`config.mk`:
```
export PLATFORM = sky130hd
export DESIGN_NAME = t05_flv_controller
export DESIGN_NICKNAME = d
export VERILOG_FILES = /design/src/rtl/t05_flv_pkg.sv /design/src/rtl/t05_flv_controller_sram_seq.sv /design/src/rtl/t05_flv_controller.sv
export SDC_FILE = /design/constraint.sdc
export NUM_CORES = 1
export LEC_CHECK = 0
export ABC_AREA = 1
export ABC_CLOCK_PERIOD_IN_PS = 4400
export BUFFER_PORTS_ARGS = -buffer_cell sky130_fd_sc_hd__clkbuf_2
export CORE_MARGIN = 1
export CORE_UTILIZATION = 57
export DETAILED_ROUTE_END_ITERATION = 10
export MAX_ROUTING_LAYER = met4
export PLACE_DENSITY = 0.86
export SETUP_SLACK_MARGIN = 0.5
export SLEW_MARGIN = 10
export SYNTH_ARGS = -nofsm -noshare
export SYNTH_HDL_FRONTEND = slang
export SYNTH_SLANG_ARGS = --single-unit
```
`constraint.sdc`:
```
create_clock -name clk_i -period 4.4 [get_ports clk_i]
set_input_delay 0.66 -clock clk_i [delete_from_list [all_inputs] [get_ports clk_i]]
set_output_delay 0.66 -clock clk_i [all_outputs]
set_load 0.005 [all_outputs]
```
`src/rtl/t05_flv_pkg.sv`:
```
// Shared types and constants for the FLV tree-build controller.
// Contents: controller state enum, SRAM layout constants, node-id helpers.
package t05_flv_pkg;

    typedef enum logic [3:0] {
        IDLE,
        LAUNCH,
        WAIT_FLV,
        WIPE1,
        WIPE2,
        WRSUM,
        EMIT,
        DONE,
        ERR
    } flv_ctrl_state_t;

    localparam logic [8:0] SUM_BASE     = 9'd256;
    localparam logic [7:0] MAX_SUMS     = 8'd128;
    localparam logic [3:0] STATE_FLV    = 4'd2;
    localparam logic [8:0] NODE_INVALID = 9'b110000000;
    localparam int         TIMEOUT_CYC  = 1024;

    // Leaves live at their character code, sum nodes above SUM_BASE.
    function automatic logic [8:0] node2addr(input logic [8:0] id);
        node2addr = id[8] ? (SUM_BASE + {1'b0, id[7:0]}) : {1'b0, id[7:0]};
    endfunction

endpackage

```
`src/rtl/t05_flv_controller_sram_seq.sv`:
```
// Request/ack holder for the shared SRAM port.
// load_i captures a new request; address/data then stay fixed until ack_i.
// en_i low freezes everything; clr_i drops an outstanding request.
// Ports: clk_i, rst_n_i, en_i, load_i, clr_i, addr_i, data_i, ack_i,
//        req_o, addr_o, data_o.
module t05_flv_sram_seq #(
    parameter int ADDR_W = 9,
    parameter int DATA_W = 64
) (
    input  logic              clk_i,
    input  logic              rst_n_i,
    input  logic              en_i,
    input  logic              load_i,
    input  logic              clr_i,
    input  logic [ADDR_W-1:0] addr_i,
    input  logic [DATA_W-1:0] data_i,
    input  logic              ack_i,
    output logic              req_o,
    output logic [ADDR_W-1:0] addr_o,
    output logic [DATA_W-1:0] data_o
);

    logic              req_q;
    logic [ADDR_W-1:0] addr_q;
    logic [DATA_W-1:0] data_q;

    always_ff @(posedge clk_i or negedge rst_n_i) begin
        if (!rst_n_i) begin
            req_q  <= 1'b0;
            addr_q <= '0;
            data_q <= '0;
        end else if (en_i) begin
            if (clr_i) begin
                req_q <= 1'b0;
            end else if (load_i) begin
                // A load on the ack cycle chains straight into the next write.
                req_q  <= 1'b1;
                addr_q <= addr_i;
                data_q <= data_i;
            end else if (ack_i) begin
                req_q <= 1'b0;
            end
        end
    end

    assign req_o  = req_q;
    assign addr_o = addr_q;
    assign data_o = data_q;

endmodule

```
`src/rtl/t05_flv_controller.sv`:
```
// Huffman tree-build sequencer around the find-least-value datapath.
// Launches FLV passes, wipes the two consumed entries, writes the merged sum
// node and emits one tree-node record per pass until a single root remains.
// Ports: clk_i/nRst_i, en_state_i (advance only in STATE_FLV), start_i,
//        leaf_cnt_i; FLV handshake flv_*; SRAM port sram_*; node record
//        node_*; status sum_cnt_o, busy_o, fin_o, err_o.
// Optional: define T05_FLV_CTRL_TIMEOUT_EN for a watchdog that forces ERR
//           when a wait state lasts TIMEOUT_CYC cycles.
//
// state    | meaning
// IDLE     | waiting for start
// LAUNCH   | pulse flv_start
// WAIT_FLV | waiting for flv_done, latch result
// WIPE1    | zero SRAM entry of least1
// WIPE2    | zero SRAM entry of least2
// WRSUM    | write merged sum node
// EMIT     | present node record until accepted
// DONE     | tree complete (sticky)
// ERR      | error (sticky)
module t05_flv_controller
    import t05_flv_pkg::*;
#(
    parameter int DATA_W = 64,
    parameter int NODE_W = 9
) (
    input  logic              clk_i,
    input  logic              nRst_i,
    input  logic [3:0]        en_state_i,
    input  logic              start_i,
    input  logic [8:0]        leaf_cnt_i,
    output logic              flv_start_o,
    input  logic              flv_done_i,
    input  logic [NODE_W-1:0] flv_least1_i,
    input  logic [NODE_W-1:0] flv_least2_i,
    input  logic [DATA_W-1:0] flv_sum_i,
    output logic              sram_req_o,
    output logic              sram_wr_o,
    output logic [8:0]        sram_addr_o,
    output logic [DATA_W-1:0] sram_wdata_o,
    input  logic              sram_ack_i,
    output logic              node_valid_o,
    input  logic              node_ready_i,
    output logic [6:0]        node_id_o,
    output logic [NODE_W-1:0] node_l_o,
    output logic [NODE_W-1:0] node_r_o,
    output logic [7:0]        sum_cnt_o,
    output logic              busy_o,
    output logic              fin_o,
    output logic              err_o
);

    flv_ctrl_state_t   state_q, state_d;
    logic [8:0]        remaining_q, remaining_d;
    logic [7:0]        sum_cnt_q, sum_cnt_d;
    logic [NODE_W-1:0] least1_q, least1_d, least2_q, least2_d;
    logic [DATA_W-1:0] sum_q, sum_d;
    logic              en;
    logic              seq_load, seq_clr, seq_req;
    logic [8:0]        seq_addr;
    logic [DATA_W-1:0] seq_data;

    assign en = (en_state_i == STATE_FLV);

`ifdef T05_FLV_CTRL_TIMEOUT_EN
    // Down-counter reloaded on every state change; trips so that ERR lands
    // exactly TIMEOUT_CYC cycles after the state before the wait.
    localparam logic [9:0] WDOG_LOAD = 10'(TIMEOUT_CYC - 1);
    logic [9:0] wdog_q;
    logic       wdog_watch;

    assign wdog_watch = (state_q inside {WAIT_FLV, WIPE1, WIPE2, WRSUM});

    always_ff @(posedge clk_i or negedge nRst_i) begin
        if (!nRst_i) begin
            wdog_q <= '0;
        end else if (state_d != state_q) begin
            wdog_q <= WDOG_LOAD;
        end else if (en && wdog_watch && (wdog_q != 10'd0)) begin
            wdog_q <= wdog_q - 10'd1;
        end
    end
`endif

    always_comb begin
        state_d     = state_q;
        remaining_d = remaining_q;
        sum_cnt_d   = sum_cnt_q;
        least1_d    = least1_q;
        least2_d    = least2_q;
        sum_d       = sum_q;
        if (en) begin
            case (state_q)
                IDLE: if (start_i) begin
                    remaining_d = leaf_cnt_i;
                    if (leaf_cnt_i == 9'd0)      state_d = ERR;
                    else if (leaf_cnt_i == 9'd1) state_d = DONE;
                    else                         state_d = LAUNCH;
                end
                LAUNCH: state_d = WAIT_FLV;
                WAIT_FLV: if (flv_done_i) begin
                    least1_d = flv_least1_i;
                    least2_d = flv_least2_i;
                    sum_d    = flv_sum_i;
                    if ((flv_least1_i == flv_least2_i) ||
                        (flv_least1_i[8:7] == NODE_INVALID[8:7]) ||
                        (flv_least2_i[8:7] == NODE_INVALID[8:7]))
                        state_d = ERR;
                    else
                        state_d = WIPE1;
                end
                WIPE1: if (sram_ack_i) state_d = WIPE2;
                WIPE2: if (sram_ack_i) state_d = (sum_cnt_q == MAX_SUMS) ? ERR : WRSUM;
                WRSUM: if (sram_ack_i) state_d = EMIT;
                EMIT: if (node_ready_i) begin
                    sum_cnt_d   = sum_cnt_q + 8'd1;
                    remaining_d = remaining_q - 9'd1;
                    state_d     = (remaining_q == 9'd2) ? DONE : LAUNCH;
                end
                default: ;
            endcase
`ifdef T05_FLV_CTRL_TIMEOUT_EN
            if (wdog_watch && (wdog_q == 10'd1)) state_d = ERR;
`endif
        end
    end

    always_ff @(posedge clk_i or negedge nRst_i) begin
        if (!nRst_i) begin
            state_q     <= IDLE;
            remaining_q <= '0;
            sum_cnt_q   <= '0;
            least1_q    <= '0;
            least2_q    <= '0;
            sum_q       <= '0;
        end else begin
            state_q     <= state_d;
            remaining_q <= remaining_d;
            sum_cnt_q   <= sum_cnt_d;
            least1_q    <= least1_d;
            least2_q    <= least2_d;
            sum_q       <= sum_d;
        end
    end

    // The write request is loaded on entry to each write state, so WIPE1 uses
    // the FLV result directly (it is being latched on the same edge).
    always_comb begin
        seq_load = (state_d != state_q) && (state_d inside {WIPE1, WIPE2, WRSUM});
        seq_clr  = (state_d == ERR);
        seq_data = '0;
        case (state_d)
            WIPE1:   seq_addr = node2addr(flv_least1_i);
            WIPE2:   seq_addr = node2addr(least2_q);
            default: seq_addr = SUM_BASE + {1'b0, sum_cnt_q};
        endcase
        if (state_d == WRSUM) seq_data = sum_q;
    end

    t05_flv_sram_seq #(
        .ADDR_W(9),
        .DATA_W(DATA_W)
    ) u_sram_seq (
        .clk_i  (clk_i),
        .rst_n_i(nRst_i),
        .en_i   (en),
        .load_i (seq_load),
        .clr_i  (seq_clr),
        .addr_i (seq_addr),
        .data_i (seq_data),
        .ack_i  (sram_ack_i),
        .req_o  (seq_req),
        .addr_o (sram_addr_o),
        .data_o (sram_wdata_o)
    );

    assign sram_req_o   = seq_req;
    assign sram_wr_o    = seq_req;
    assign flv_start_o  = en && (state_q == LAUNCH);
    assign node_valid_o = (state_q == EMIT);
    assign node_id_o    = sum_cnt_q[6:0];
    assign node_l_o     = least1_q;
    assign node_r_o     = least2_q;
    assign sum_cnt_o    = sum_cnt_q;
    assign busy_o       = !(state_q inside {IDLE, DONE, ERR});
    assign fin_o        = (state_q == DONE);
    assign err_o        = (state_q == ERR);

endmodule

```
======== Yosys cells after proc, flatten, opt, wreduce, memory -nomap -nowiden ========
Index checks and enable logic that the tools add are counted.
storage, ports and cells
  register bits ........................... 177
  input bits .............................. 101
  output and inout port bits .............. 113
  logic and storage cells ................. 76
cells by class
  $add $sub $neg .......................... 5
  equal/unequal tests ..................... 22
  mux-type cells .......................... 23
  bitwise operators ....................... 1
  reduce and logical (&&, ||, !) cells .... 16
operators by type and width
  cell                                                                    number
  64-bit two-way mux                                                      1
  4-bit two-way mux                                                       10
  9-bit two-way mux                                                       4
  9-bit one-hot mux with 2 select lines                                   2
  4-bit one-hot mux with 7 select lines                                   1
  9-bit by 8-bit adder with 9-bit output (first input constant)           3
  4-bit by 3-bit equality test with 1-bit output (second input constant)  6
  4-bit by 2-bit equality test with 1-bit output (second input constant)  4
  9-bit by 1-bit equality test with 1-bit output (second input constant)  1
  9-bit by 2-bit equality test with 1-bit output (second input constant)  1
  9-bit equality test                                                     1
  9-bit zero test                                                         1
  3-bit AND reduction                                                     3
  3-bit nonzero test                                                      3
  9-bit by 1-bit subtractor with 9-bit output (second input constant)     1
  8-bit by 1-bit adder with 8-bit output (second input constant)          1
  4-bit equality test (second input constant)                             2
  8-bit equality test (second input constant)                             1
  3-bit two-way mux                                                       2
  2-bit equality test (second input constant)                             2
  4-bit by 1-bit equality test with 1-bit output (second input constant)  1
  4-bit zero test                                                         1
  4-bit inequality test                                                   1
  4-bit AND reduction                                                     1
  9 further kinds                                                         13

======== Depth between registers and ports, before layout ========
  word-level depth ........................ 12
  depth in mapped cells ................... 21
  mapped depth without buffers ............ 20

======== Cells and area by module ========
From an unflattened synthesis, not the netlist that was laid out.
second synthesis, totals
  cell total of the unflattened synthesis .. 1,007
  area total of the unflattened synthesis .. 8,211.6 µm²
modules (own cells, without submodules)
  module              times used  cells each  area an instance (µm²)  seq. area each (µm²)
  t05_flv_controller  1           691         5,405.2                 2,577.5
  t05_flv_sram_seq    1           316         2,806.4                 1,851.8

======== Worst setup path before layout ========
No wires, ideal clock.
  path kind ............................... in2reg
  from .................................... in en_state_i[0]
  to ...................................... reg u_sram_seq.data_q[57], in the netlist u_sram_seq.data_o[57]
  library setup time ...................... 117 ps
  data arrival time ....................... 2,424 ps
  data required time ...................... 4,283 ps
  path slack .............................. 1,859 ps
  stages .................................. 18
  buffers on the path ..................... 2
  path through ............................ inv_1 > nand2_1 > nor3_2 > nand2_1 > inv_1 > nand2_1 > inv_1 > nand4_1 > nand2_2 > nand2_2 > nor2_8 > nand2_4 > nand2_1 > nand2_2 > buf_6 > buf_6 > nand2_1 > o21ai_2
on the way
  word-level cells in the longest chain between the ends .. 6
  elaborated cells on any way between the ends .. 12
  those cells by class .................... 6 x eq/ne; 2 x mux; 1 x bitwise; 3 x reduce/logical
ends and longest elaborated chain
  what                                                                          RTL line                           RTL
  start: declaration                                                            t05_flv_controller.sv:28           input logic [3:0] en_state_i,
  4-bit by 2-bit equality test with 1-bit output (*)                            t05_flv_controller.sv:62           assign en = (en_state_i == STATE_FLV);
  4-bit two-way mux                                                             t05_flv_controller.sv:91           if (en) begin
  4-bit by 2-bit equality test with 1-bit output, or another cell as far along  t05_flv_controller.sv:148          seq_load = (state_d != state_q) && (state_d inside {WIPE1, WIPE2, WRSUM});
  3-bit nonzero test                                                            t05_flv_controller.sv:148
  1-bit logical AND                                                             t05_flv_controller.sv:148
  3-bit AND reduction (no line)                                                 n/a
  end signal: assignment                                                        t05_flv_controller_sram_seq.sv:39  data_q <= data_i;
  end: declaration                                                              t05_flv_controller_sram_seq.sv:25  logic [DATA_W-1:0] data_q;
Mark *: on every way between the ends. The rest lies on a longest branch, timed or not.
A chain may end at the register's enable or synchronous reset.

======== Final worst setup path ========
  from .................................... reg state_q[1]
  to ...................................... reg u_sram_seq.data_q[47], in the netlist u_sram_seq.data_o[47]
on the way
  word-level cells in the longest chain between the ends .. 7
  elaborated cells on any way between the ends .. 25
  those cells by class .................... 11 x eq/ne; 9 x mux; 1 x bitwise; 4 x reduce/logical
ends and longest elaborated chain
  what                                                                          RTL line                   RTL
  start: declaration                                                            t05_flv_controller.sv:52   flv_ctrl_state_t state_q, state_d;
  start signal: assignment                                                      t05_flv_controller.sv:136  state_q <= state_d;
  4-bit by 3-bit equality test with 1-bit output, or another cell as far along  t05_flv_controller.sv:92   case (state_q)
  4-bit one-hot mux with 7 select lines                                         t05_flv_controller.sv:92
  4-bit two-way mux                                                             t05_flv_controller.sv:91
  4-bit by 2-bit equality test with 1-bit output, or another cell as far along  t05_flv_controller.sv:148
  3-bit nonzero test                                                            t05_flv_controller.sv:148
  1-bit logical AND                                                             t05_flv_controller.sv:148
  3-bit AND reduction (no line)                                                 n/a
Several ways; a longest one is shown, not always the timed one.

==> results.yml <==
clock_tree:
  clk_pin_slew_ns: 0.07
  postCtsSetupBuffers: 0
  cts_resized: 0
  ctsHoldBuffers: 0
  root_buffer: "clkbuf_16"
  htree_num_levels: 4
  clock-sinks: 177
  clock_latency_ns: 0.42
  cts_buffer_depth: 2
  cts_tree: "yes"
  cts_buffers: 17
logic_synthesis:
  ys_seq_area_share_pct: 54.7
  syn_nets: 914
  synthCells: 809
  yosysUniqueCellTypes: 36
  netlist.area_leader.share_pct: 54.7
  yosys_warnings: 0
  synth_seq_cells: 177
  async_flop_share_pct: 100
  synth_edf_count: 0
  synth_ff_type: "dfrtp_1"
  ys_top_cells_by_area: "dfrtp_1 (55%), nand2_1 (11%), mux2_2 (10%)"
  synth_top_cell_by_area: "dfrtp_1"
  avgSynthCellArea_um2: 10.0
  syn_area_um2: 8090
timing:
  hold_viol_final: 0
  max_slew_margin_pct: 21.7
  max_freq_mhz: 310
  rsz0062_at_grt: "false"
  period_needed_ns: 3.23
  hold_ws_ns: 0.282
  fin_crit_sh_pct: 73.3
  finalClockSkew_ns: 0.0108
  setup_tns_ns: 0
  tightest_slew_ns: 1.17
  slew_violations: 0
  finalSetupViolations: 0
run_status:
  violations: "DRC"
  status: "finished with violations"
critical_path:
  cp_max_fo: 76
  crit_path_start_kind: "flop"
  reg2reg_slack_ns: 1.17
  r2r-end: "u_sram_seq.data_o[47]"
  reg2reg_depth: 16
  crit_start: "state_q[1]"
  endpoint_kind: "flop"
  critPathKind: "reg -> reg"
  cp.required_ns: 4.70
  cp.arrival_ns: 3.53
  timing.rr.start: "state_q[1]"
place:
  dpl-instance-area_um2: 9170
  hpwl_um: 12700
  place_inst: 1163
  io_buffers: 213
  gp_congestion: 0.956
floorplan:
  num_rows: 43
  dieArea_um2: 14700
  die_y_um: 121
  die_x_um: 121
  num_io_pins: 214
  initial_core_util_pct: 58.3
  core_area_um2: 13900
power_and_ir_drop:
  combPwrFrac_pct: 3.8
  p_sw_uw: 716
  seq_power_share_pct: 50.6
  p_int_uw: 2540
  powerDensity_nw_per_um2: 334
  ir_worst_vdd_uv: 214
  p_total_uw: 3250
  switching_share_pct: 22.0
  p_clk_share_pct: 45.6
  p_leak_uw: 0.00514
global_route:
  grt_antenna_before_repair: 0
  track_usage_pct: 26.9
  grt_pass1_wl_um: 29500
  grt_pass1_vias: 6133
  grt-ovfl-total: 0
  grt_max_degree: 98
final_layout:
  final_common_cell: "nand2_1"
  final_cells: 1195
  layout.nets: 1107
  layout-drive-gt1-share_pct: 37.6
  n_antenna_cell: 0
  final_cell_area_um2: 9750
  final_cell_mix: "nand2_1 (232), clkbuf_2 (212), dfrtp_1 (177)"
  area_delta_synth_final_pct: 20.5
detailed_routing:
  remaining_drc_errors: 2
  wl_per_cell_um: 15.2
  num_vias: 6377
  ant_nets: 0
  drt-vias-per-instance: 5.34
  drt_pass1_iterations: 8
  drt_iter0_markers: 340
  totalWireLength_um: 18200
flow_run:
  cap_violations: 0
min_path:
  hold_path.class: "in -> async"
synth_stat cells (all sizes together) (2+ instances only):
cell      n
o211ai    2
a21oi     6
buf      27
dfrtp   177
nor3      9
nand2   239
xor2     12
nand4     4
clkbuf   16
nor4      2
o22ai     4
nor2     35
inv      50
o221ai    2
o21ai    93
xnor2     5
nand3    45
a31oi     2
ha        4
mux2     72
cell type report:
cell class | count | area [um2]
Fill cell | 1053 | 4130
Inverter | 51 | 193
Clock inverter | 10 | 97.6
Sequential cell | 177 | 4430
Clock buffer | 22 | 484
Multi-Input combinational cell | 538 | 3190
Tap cell | 180 | 225
Timing Repair Buffer | 217 | 1130
layer usage:
layer	up-vias	global-route usage (%)	wire, um
met5	-	-	0
li1	3043	-	-
met4	0	13.2	639
met2	240	43.6	9100
met3	54	5.50	1090
met1	3040	32.2	7380
worst max path at each step:
stage | to | slack [ns] | depth (start not counted)
after floorplan | u_sram_seq.data_o[57] | 1.86 | 18
after global placement | u_sram_seq.data_o[34] | 1.06 | 18
after detailed placement | u_sram_seq.data_o[52] | 0.97 | 18
after CTS | u_sram_seq.data_o[47] | 1.22 | 16
after global routing | u_sram_seq.data_o[34] | 0.88 | 16
final | u_sram_seq.data_o[47] | 1.17 | 16
worst max-delay path: stages, from the launching register on:
cell and delay (ns):
dfrtp_1 0.49, inv_2 0.11, nor2_2 0.13, nand2_2 0.16
inv_1 0.32, nand2_1 0.14, nand2_1 0.08, nor2_1 0.03
nand2_1 0.10, nand2_2 0.14, nor2_8 0.22, nand2_4 0.11
nand2_1 0.20, nand2_8 0.26, buf_12 0.34, nand2_1 0.15
o21ai_2 0.07
stage by stage:
| step | util, % | setup WS, ns |
|---|---|---|
| 6_report | 70.2 | 1.17 |
| 3_3_place_gp | 66.0 | 1.06 |
| 4_1_cts | 70.2 | 1.22 |
| 3_5_place_dp | 66.0 | 0.968 |
| 5_1_grt | 70.2 | 0.884 |
| 2_1_floorplan | - | 1.86 |
cells by family after synthesis:
group | synth area share, %
flops | 54.7
compound gates | 9.31
xor+xnor | 1.84
simple gates | 17.3
fa+ha+maj | 0.619
buf+inv | 6.08
mux | 10.1
sequential cells by signal (all words and copies together) (netlist names):
| signal | count |
|---|---|
| u_sram_seq.req_o | 1 |
| sum_cnt_o | 8 |
| state_q | 4 |
| node_r_o | 9 |
| u_sram_seq.data_o | 64 |
| sum_q | 64 |
| remaining_q | 9 |
| u_sram_seq.addr_o | 9 |
| node_l_o | 9 |
power groups by stage:
stage               sequential (uW)  combinational [uW]  clock [uW]
detailed placement             1680                 127           0
CTS                            1640                 128        1500
finish                         1650                 124        1480
global placement               1670                 124           0
global route                   1650                 142        1570
floorplan                      1670                31.6           0
Note: power is estimated with default switching activity, not from simulation.
